[config.mk]
export PLATFORM = sky130hd
export DESIGN_NAME = mem_arb
export DESIGN_NICKNAME = d
export VERILOG_FILES = /design/src/rtl/mem_arb.sv
export SDC_FILE = /design/constraint.sdc
export NUM_CORES = 1
export LEC_CHECK = 0
export ABC_AREA = 1
export CAP_MARGIN = 10
export CORE_AREA = 10 10 98 100
export DETAILED_ROUTE_END_ITERATION = 6
export DIE_AREA = 0 0 108 110
export DONT_BUFFER_PORTS = 1
export PLACE_DENSITY = 0.5
export RECOVER_POWER = 100
export SETUP_SLACK_MARGIN = 0.5
export SYNTH_ARGS = -nofsm -noshare
export SYNTH_HDL_FRONTEND = slang
export SYNTH_SLANG_ARGS = --single-unit
[constraint.sdc]
create_clock -name i_clk -period 1.45 [get_ports i_clk]
set_input_delay 0.29 -clock i_clk [delete_from_list [all_inputs] [get_ports i_clk]]
set_output_delay 0.29 -clock i_clk [all_outputs]
set_load 0.005 [all_outputs]
[src/rtl/mem_arb.sv]
// mem_arb: arbitrates a fetch port and a data port onto one memory port, one
// transaction outstanding at a time, with a sticky watchdog on long transactions.
// Optional feature: define MEM_ARB_RR_EN for round-robin arbitration on
// simultaneous requests. Without it, data always wins over fetch.
module mem_arb #(
  parameter int unsigned TIMEOUT = 256
) (
  input  logic        i_clk,
  input  logic        i_rst,
  input  logic        i_if_req,
  input  logic [31:0] i_if_addr,
  output logic        o_if_ack,
  output logic        o_if_rvalid,
  output logic [31:0] o_if_rdata,
  input  logic        i_d_req,
  input  logic [31:0] i_d_addr,
  input  logic        i_d_wen,
  input  logic [31:0] i_d_wdata,
  input  logic [3:0]  i_d_mask,
  output logic        o_d_ack,
  output logic        o_d_rvalid,
  output logic [31:0] o_d_rdata,
  output logic        o_mem_req,
  output logic [31:0] o_mem_addr,
  output logic        o_mem_wen,
  output logic [31:0] o_mem_wdata,
  output logic [3:0]  o_mem_mask,
  input  logic        i_mem_ready,
  input  logic        i_mem_rvalid,
  input  logic [31:0] i_mem_rdata,
  output logic        o_timeout
);

  localparam int unsigned CntW = $clog2(TIMEOUT + 1);
  localparam logic [CntW-1:0] TimeoutCnt = CntW'(TIMEOUT);

  typedef enum logic [1:0] {StIdle, StIssue, StWait} state_e;

  state_e          state_q, state_d;
  logic            owner_q, owner_d;    // 1: data owns the transaction, 0: fetch
  logic            last_q, last_d;      // requester granted at the last acceptance
  logic [CntW-1:0] cnt_q, cnt_d;
  logic            timeout_q, timeout_d;

  logic sel_data;
  logic any_req;
  logic mem_req;
  logic accept;

  // Grant selection: locked to the latched owner while stalled in ISSUE.
  always_comb begin
    any_req = i_if_req | i_d_req;
    if (state_q == StIssue) begin
      sel_data = owner_q;
    end else begin
`ifdef MEM_ARB_RR_EN
      sel_data = (i_if_req & i_d_req) ? ~last_q : i_d_req;
`else
      sel_data = i_d_req;
`endif
    end
    mem_req = ~i_rst & (((state_q == StIdle) & any_req) | (state_q == StIssue));
    accept  = mem_req & i_mem_ready;
  end

  // State register and watchdog.
  always_ff @(posedge i_clk) begin
    if (i_rst) begin
      state_q   <= StIdle;
      owner_q   <= 1'b0;
      last_q    <= 1'b0;
      cnt_q     <= '0;
      timeout_q <= 1'b0;
    end else begin
      state_q   <= state_d;
      owner_q   <= owner_d;
      last_q    <= last_d;
      cnt_q     <= cnt_d;
      timeout_q <= timeout_d;
    end
  end

  // Next-state logic.
  always_comb begin
    state_d = state_q;
    owner_d = owner_q;
    last_d  = last_q;
    unique case (state_q)
      StIdle: begin
        if (any_req) begin
          owner_d = sel_data;
          state_d = accept ? StWait : StIssue;
        end
      end
      StIssue: begin
        if (accept) state_d = StWait;
      end
      StWait: begin
        if (i_mem_rvalid) state_d = StIdle;
      end
      default: state_d = StIdle;
    endcase
    if (accept) last_d = sel_data;

    if (state_q == StIdle) begin
      cnt_d = '0;
    end else if (cnt_q == TimeoutCnt) begin
      cnt_d = cnt_q;
    end else begin
      cnt_d = cnt_q + CntW'(1);
    end
    timeout_d = timeout_q | (cnt_d == TimeoutCnt);
  end

  // Output logic; strobes are gated low during reset.
  always_comb begin
    o_mem_req   = mem_req;
    o_mem_addr  = sel_data ? i_d_addr : i_if_addr;
    o_mem_wen   = sel_data & i_d_wen;
    o_mem_wdata = i_d_wdata;
    o_mem_mask  = sel_data ? i_d_mask : 4'b1111;
    o_if_ack    = accept & ~sel_data;
    o_d_ack     = accept & sel_data;
    o_if_rvalid = ~i_rst & (state_q == StWait) & i_mem_rvalid & ~owner_q;
    o_d_rvalid  = ~i_rst & (state_q == StWait) & i_mem_rvalid & owner_q;
    o_if_rdata  = i_mem_rdata;
    o_d_rdata   = i_mem_rdata;
    o_timeout   = timeout_q;
  end

endmodule

# After elaboration in Yosys (flattened, before gate mapping)
# Cells that the tools add are included.
# word_totals
ff_bits	13
latch_bits	0
ramBits	0
rom_bits	0
input_bits	139
output_inout_bits	139
elab_cells	41
n_memories	0
# classes
addsub	1
n_mul	0
div_mod_pow	0
magnitude_cmp	0
eq_ne	7
n_shift	0
n_mux	10
bitwise_logic	16
reduce_logical	3
# op_table
op	count
two-way mux 32 bit	1
equality test 9 bit, second input constant	2
two-way mux 9 bit	2
bitwise AND 1 bit	10
adder 9 x 1 -> 9 bit, second input constant	1
two-way mux 2 bit	4
!= test 2 bit, second input constant	3
case mux 2 bit (3 select lines)	1
two-way mux 4 bit	1
inverter 1 bit	3
bitwise OR 1 bit	3
AND reduction 3 bit	1
equality test 2 x 1 -> 1 bit, second input constant	1
equality test 2 bit, second input constant	1
logical NOT 2 bit	1
AND reduction 2 bit	1
two-way mux 1 bit	1

# Longest topological paths before layout
# Gate-level depths: netlist (run 1).
# depth
depth_word	8
depth_mapped	12
mapped_depth_nobuf	12

# Least setup slack after synthesis (run 1)
# No wires, ideal clock.
# synth_timing
path_kind	reg-to-output
startpoint	reg state_q[0]
endpoint	out o_mem_addr[14]
arrival_time_ns	1.107
t_required_ns	1.160
slack_ns	0.053
stages_incl_launch_ff	9
path_cell_list	dfxtp_1 inv_1 nor2_2 nand2_1 o21ai_1 buf_2 buf_4 nand2_1 nand2_1
# synth_between
elab_chain_len	3
# synth_lines
element	line_no	source
start, declared	39	state_e state_q, state_d;
start signal, assigned	69	state_q <= StIdle;
start signal, assigned	75	state_q <= state_d;
equality test 2 x 1 -> 1 bit	53	if (state_q == StIssue) begin
two-way mux 1 bit	53	
two-way mux 32 bit	118	o_mem_addr = sel_data ? i_d_addr : i_if_addr;
end, declared	24	output logic [31:0] o_mem_addr,
# Every way passes these cells.

# Final worst setup path (run 1)
# layout_timing
startpoint	reg state_q[0]
endpoint	out o_mem_addr[1]
# Same word-level chain as after synthesis.

==> results by group, run 1 <==
Power and ir drop
  • Design internal power: approximately 770 uW
  • Part of the power in combinational logic: 42.8%
  • Part of the total power dissipated in sequential elements: 30.0%
  • Switching share of power: 39.50%
  • Worst ir drop on vdd: 0.2246 mV
  • Switching Power: roughly 500 uW
  • Leakage: between 0.8 and 0.9 nW
  • Portion of total power attributed to the clock network: 27.2%
  • Post-route total power: between 1 and 1.5 mW
  • Power density over cell area: 681.6 nW/um2

Die
  • X dimension of the die: 108 um
  • Area of the die: 11880 um2
  • Area of the core: 7647 um2
  • Placement row count: 32
  • Starting utilization of the core area: 25.03%
  • Count of boundary I/O pins: 278
  • Vert. Die Dim: 110 um

Clock network
  • CTS Root Cell: clkbuf_8
  • Total number of clock tree sinks: 13
  • Worst-path clk slew: 0.06 ns
  • Later-pin clock latency in the skew report: 0.26 ns
  • TritonCTS buffer count: 3
  • Longest Clk Path Bufs: 2
  • Htree depth: 1
  • TritonCTS clock tree: yes
  • Hold buffer count at cts: 0

Critical path
  • Crit path max-delay cell type: dfxtp_2
  • CP Data Arrival Time: 1.38 ns
  • Largest stage delay, worst path: 0.33 ns
  • Required time of the critical path: 1.16 ns
  • Type of the worst setup path: flop to primary output
  • Kind of cell adding the most delay to the critical path: simple AND/OR/NAND/NOR gates
  • Crit. End Element: primary output
  • Type of origin of the critical path: flop
  • CP max FO: 29
  • Cell Chain, Critical Path: inv_2 > nor2_4 > nand2_2 > o21ai_4 > inv_2 > buf_12 > nand2_1 > nand2_2
  • Worst Path Buf+Inv: 3

Status
  • Violated checks: setup timing
  • Run status: finished, violations left

STA
  • Period Utilization, post-route: 115.5%
  • Final setup violation count: 41
  • Slew headroom: 84.36%
  • Worst setup skew after layout: 0.002309 ns
  • Number of pins with negative max-slew slack in the final report: 0
  • Final hold violation count: 0
  • Worst hold margin: a little over 0.08 ns
  • Worst-Margin Slew: around 0.23 ns
  • Min setup slack post-route: -0.2242 ns
  • Max Clk Rate: 0.5973 GHz
  • Min Clock Period, post-route: 1.674 ns
  • Setup repair after global routing missed its margin: yes

Global route
  • Largest net degree at the start of global routing: 34
  • GR Util All Layers: between 10% and 20%
  • Initial antenna violation count: 0
  • Vias in the first global route: around 1700
  • Wire length of the first global-routing pass: 10450 um
  • Total congestion overflow: 0

Worst hold path
  • Kind of path behind the tightest hold check: input port to flop

Route
  • WL final: 7690 um
  • Violation count after the first detailed-routing iteration: between 100 and 150
  • DRC errors left: 0
  • Number of detailed-routing iterations run before antenna repair: 4
  • Overall via count from detail_route: 1597
  • Detail Route Antenna Nets: 0
  • Vias per Instance: 4.629
  • Average wire per standard cell: around 22 um

Cells and area
  • Post-route design area: roughly 1900 um2
  • Total number of nets in the final design: 385
  • Commonest non-fill, non-tap cell in the layout: nand2_1
  • Fillers: 856
  • Highest-count cells in the layout ignoring fill and taps: 76 x nand2_1, 40 x nand2_2, 16 x nor2_1, 12 x inv_1, 9 x nor2_2
  • Synth-to-layout area growth: -2.026%
  • Share of layout cells above drive strength 1: 49.38%
  • Register area: 274.0 um2
  • Combined area of the multi-input logic cells: 1150 um2
  • Antenna fix cells: 0
  • Utilization after layout: 24.53%

Synth
  • Flip-flop and latch count after synthesis: 13
  • Synth Net Count: 467
  • Total number of yosys warnings: 0
  • Number of instances in the synthesized netlist: approximately 330
  • Fraction of the yosys area taken by sequential cells: 13.59%
  • Count of cell types in the netlist: 22
  • Avg Synthesized Cell Area: slightly below 6 um2
  • Netlist area before placement: 1914 um2

Place
  • Final weighted congestion in routability-driven placement: 0.8606
  • Count of input and output buffers: 0
  • Place WS: 0.03378 ns
  • Post-placement cell area: 1436 um2
  • Post-detail-place hpwl: 6393 um

Job
  • Max Cap Violations: 0
-- Yosys cell counts --
library cell	instances	area [um2]
buf_2	6	30.03
nand3_1	15	75.07
dfxtp_1	13	260.3
nand4_1	2	12.51
nor2_1	27	101.4
clkbuf_1	1	3.750
or2_2	4	25.02
o21ai_0	2	10.01
nor2_4	2	22.52
ha_1	2	25.02
o41ai_1	1	8.760
inv_2	2	7.510
nand3_2	1	10.01
inv_1	20	75.07
nor2_2	3	18.77
nand3b_1	1	7.510
nand2_2	2	12.51
a21oi_2	1	8.760
nand2_1	119	446.7
a21oi_1	2	10.01
buf_4	97	728.2
o21ai_1	3	15.01
-- timing repair --
action,4_1_cts,5_1_grt
resized for setup,69,29
endpoints found under the setup margin,54,55
pin swaps,16,9
buffers inserted,7,2
-- metal layers --
metal / track usage [%] / wire, um
met2: 20.60 / 4006
met3: 8.358 / 1287
met4: 2.863 / 61
met1: 10.39 / 2335
met5: 0 / 0
-- layout make-up --
class | instances | share of cell area [%]
clock buffers | 3 | 2.201
clock inverters | 1 | 0.2668
inverters | 22 | 4.803
multi-input cells | 187 | 61.31
flip-flops and latches | 13 | 14.61
well taps | 102 | 6.805
repair buffers | 17 | 10.01
-- flip-flops by register name, summed over array words and instances (netlist names) --
register / cells
cnt_q: 9
o_timeout: 1
owner_q: 1
state_q: 2
-- worst paths after layout --
check	start	to	slack [ns]	depth (start not counted)
worst max-delay path	state_q[0]	o_mem_addr[1]	-0.22	8
worst min-delay path	i_rst	cnt_q[3]	0.08	1
worst max register to register	state_q[0]	state_q[1]	-0.01	11
worst min register to register	state_q[0]	state_q[1]	0.43	1
-- kinds of logic (layout without fill, tap and decap cells) --
group	after synthesis	count (layout)	synth area share (%)
adders and majority gates	2	2	1.307
and+or+nand+nor	176	176	38.24
DFF	13	13	13.59
AOI/OAI and AO/OA	9	9	2.745
buffers and inverters	126	43	44.12
-- metrics by stage --
step | TNS [ns] | std cells
final | -7.156 | 345
after global routing | -10.95 | 345
after CTS | -7.040 | 343
after detailed placement | 0 | 332
after global placement | -0.001919 | 332
after floorplan | 0 | 326
-- power groups by stage --
stage	sequential (mW)	clock [mW]	combinational, mW
floorplan	0.388	0	0.497
global placement	0.390	0	0.404
detailed placement	0.390	0	0.407
CTS	0.383	0.358	0.519
global route	0.385	0.367	0.603
finish	0.383	0.348	0.547
Note: power is estimated with default switching activity, not from simulation.
==> run 2, diff against run 1 <==
--- a/config.mk
+++ b/config.mk
@@ -7,11 +7,11 @@
 export LEC_CHECK = 0
 export ABC_AREA = 1
 export CAP_MARGIN = 10
-export CORE_AREA = 10 10 98 100
+export CORE_AREA = 2 2 107 109
 export DETAILED_ROUTE_END_ITERATION = 6
-export DIE_AREA = 0 0 108 110
+export DIE_AREA = 0 0 109 111
 export DONT_BUFFER_PORTS = 1
-export PLACE_DENSITY = 0.5
+export PLACE_DENSITY = 0.41
 export RECOVER_POWER = 100
 export SETUP_SLACK_MARGIN = 0.5
 export SYNTH_ARGS = -nofsm -noshare
==> results by group, run 2 (same netlist as run 1, synthesis figures left out) <==
Critical path
  • End of the worst register-to-register path: o_timeout
  • Type of origin of the critical path: flop
  • Worst Path Buf+Inv: 3 (unchanged)
  • Number of cells traversed by the worst register-to-register path: 11 (unchanged)
  • CP Data Arrival Time: 1.34 ns (-0.04 ns)
  • CP Launch Point: state_q[0]
  • Crit path max-delay cell type: dfxtp_2
  • Most numerous cell on the critical path: nand2_2
  • Register-to-register path setup slack: -0.11 ns (-0.10 ns)
  • Type of the worst setup path: flop to primary output
  • Required time of the critical path: 1.16 ns (about the same)
  • CP max FO: 20 (-31%)
  • Critical path destination: o_mem_addr[1]
  • Cell count along the critical path: 8 (unchanged)
  • Kind of cell adding the most delay to the critical path: simple AND/OR/NAND/NOR gates
  • Largest stage delay, worst path: 0.32 ns (about the same)
  • Cell Chain, Critical Path: inv_2 > nor2_4 > nand2_2 > o21ai_4 > inv_4 > buf_12 > nand2_1 > nand2_2
  • Reg2reg start: cnt_q[1]
  • Crit. End Element: primary output

Cells and area
  • Flip-flop count of the largest register, all copies and words added: 9 (unchanged)
  • Synth-to-layout area growth: 1.111%
  • Register area: 276.5 um2 (+0.91%)
  • Share of layout cells above drive strength 1: 50.00% (+0.62 points)
  • Fillers: 1300 (+52%)
  • Highest-count cells in the layout ignoring fill and taps: 67 x nand2_1, 46 x nand2_2, 22 x nor2_1, 11 x inv_1
  • Antenna fix cells: 0 (unchanged)
  • Total number of nets in the final design: 386 (+0.26%)
  • Commonest non-fill, non-tap cell in the layout: nand2_1
  • Combined area of the multi-input logic cells: 1099 um2 (-4.5%)
  • Layout Cells excl Fill: 387 (+12%)
  • Register containing the most flip-flops in the final layout: cnt_q
  • Post-route design area: 1936 um2 (+3.2%)
  • Largest regs: cnt_q x9, state_q x2

Place
  • Post-detail-place hpwl: 6258 um (-2.1%)
  • Place WS: -0.04608 ns (-0.07986 ns)
  • Count of input and output buffers: 0 (unchanged)
  • Post-placement cell area: 1468 um2 (+2.2%)
  • Cell Count Post-Placement: 371 (+12%)
  • Final weighted congestion in routability-driven placement: 0.7915 (-8.0%)

Clock network
  • Worst-path clk slew: 0.04 ns (-0.02 ns)
  • Total number of clock tree sinks: 13 (unchanged)
  • TritonCTS buffer count: 3 (unchanged)
  • Htree depth: 1 (unchanged)
  • Longest Clk Path Bufs: 2 (unchanged)
  • TritonCTS clock tree: yes
  • Later-pin clock latency in the skew report: 0.24 ns (-0.02 ns)
  • CTS Root Cell: clkbuf_16

Route
  • WL final: 7471 um (-2.8%)
  • Average wire per standard cell: 19.30 um (-13%)
  • Detail Route Antenna Nets: 0 (unchanged)
  • Overall via count from detail_route: 1563 (-2.1%)
  • Number of detailed-routing iterations run before antenna repair: 4 (unchanged)
  • DRC errors left: 0 (unchanged)
  • Violation count after the first detailed-routing iteration: 52 (-63%)
  • Vias per Instance: 4.039 (-13%)

Die
  • Count of boundary I/O pins: 278 (unchanged)
  • X dimension of the die: 109 um (+0.93%)
  • Starting utilization of the core area: 17.28% (-7.8 points)
  • Area of the core: 11080 um2 (+45%)
  • Placement row count: 39 (+22%)
  • Vert. Die Dim: 111 um (+0.91%)
  • Area of the die: 12100 um2 (+1.8%)

Global route
  • GR Util All Layers: 11.30% (-0.28 points)
  • Total congestion overflow: 0 (unchanged)
  • Wire length of the first global-routing pass: 9839 um (-5.9%)
  • Vias in the first global route: 1584 (-5.0%)
  • Initial antenna violation count: 0 (unchanged)
  • Largest net degree at the start of global routing: 21 (-38%)

STA
  • Worst setup skew after layout: 0.003508 ns (+0.001199 ns)
  • Setup repair after global routing missed its margin: yes
  • Period Utilization, post-route: 112.5% (-3.0 points)
  • Final setup violation count: 41 (unchanged)
  • Worst-Margin Slew: 0.3635 ns (+0.1318 ns)
  • Min setup slack post-route: -0.1805 ns (+0.04370 ns)
  • Max Clk Rate: 0.6133 GHz (+2.7%)
  • Min Clock Period, post-route: 1.631 ns (-0.04370 ns)
  • Final hold violation count: 0 (unchanged)
  • Number of pins with negative max-slew slack in the final report: 0 (unchanged)
  • Slew headroom: 75.68% (-8.7 points)

Power and ir drop
  • Worst ir drop on vdd: 0.5287 mV (+140%)
  • Power density over cell area: 753.4 nW/um2 (+11%)
  • Post-route total power: 1.458 mW (+14%)
  • Leakage: 0.8445 nW (+4.4%)

Job
  • Max Cap Violations: 0 (unchanged)

Worst hold path
  • Worst hold path stage count: 1 (unchanged)
  • Kind of path behind the tightest hold check: input port to flop

Status
  • Run status: finished, violations left
  • Violated checks: setup timing
==> run 2: changes by cell type in the layout (fill, tap and decap cells not counted), moves of 3 or more <==
cell       delta
clkbuf_16     +4
clkbuf_8      -3
nand2_1       -9
nand2_2       +6
nand2_4       +3
nand3_4       -3
nor2_1        +6
nor2_4        -4
==> run 2: layer usage <==
layer	track usage, %	vias to the layer above	routed length, um
li1	-	730	-
met1	10.60	699	2395
met2	20.91	131	3869
met3	7.466	3	1188
met4	0.8547	0	18
met5	0	-	0
==> run 2: final cells by class <==
class	instances	share of cell area, %
well taps	143	9.244
multi-input cells	187	56.75
repair buffers	18	10.99
flip-flops and latches	13	14.29
clock buffers	4	4.072
inverters	22	4.654
==> run 2: through the flow <==
step                      hold slack (ns)  TNS (ns)  util [%]
after floorplan                    0.3550         0         -
after global placement             0.3619  -0.04554     13.25
after detailed placement           0.3606  -0.04608     13.25
after CTS                         0.09991    -7.089     16.79
after global routing               0.1015    -9.568     17.47
final                              0.1052    -6.425     17.47
==> run 2: where the power goes <==
part           switching [mW]  internal [mW]
Clock                   0.154          0.371
Sequential             0.0142          0.368
Combinational           0.327          0.225
==> run 2: repair_timing <==
action,4_1_cts,5_1_grt
setup buffers,9,2
hold buffers,0,0
gates resized for setup,76,28
cloned,1,0
endpoints found under the setup margin,54,55
pin swaps,20,13
==> run 2: worst min path at each step <==
stage / startpoint / endpoint
after floorplan: i_mem_ready / state_q[0]
after global placement: i_rst / cnt_q[0]
after detailed placement: i_rst / cnt_q[0]
after CTS: i_rst / cnt_q[0]
after global routing: i_rst / cnt_q[2]
final: i_rst / cnt_q[3]
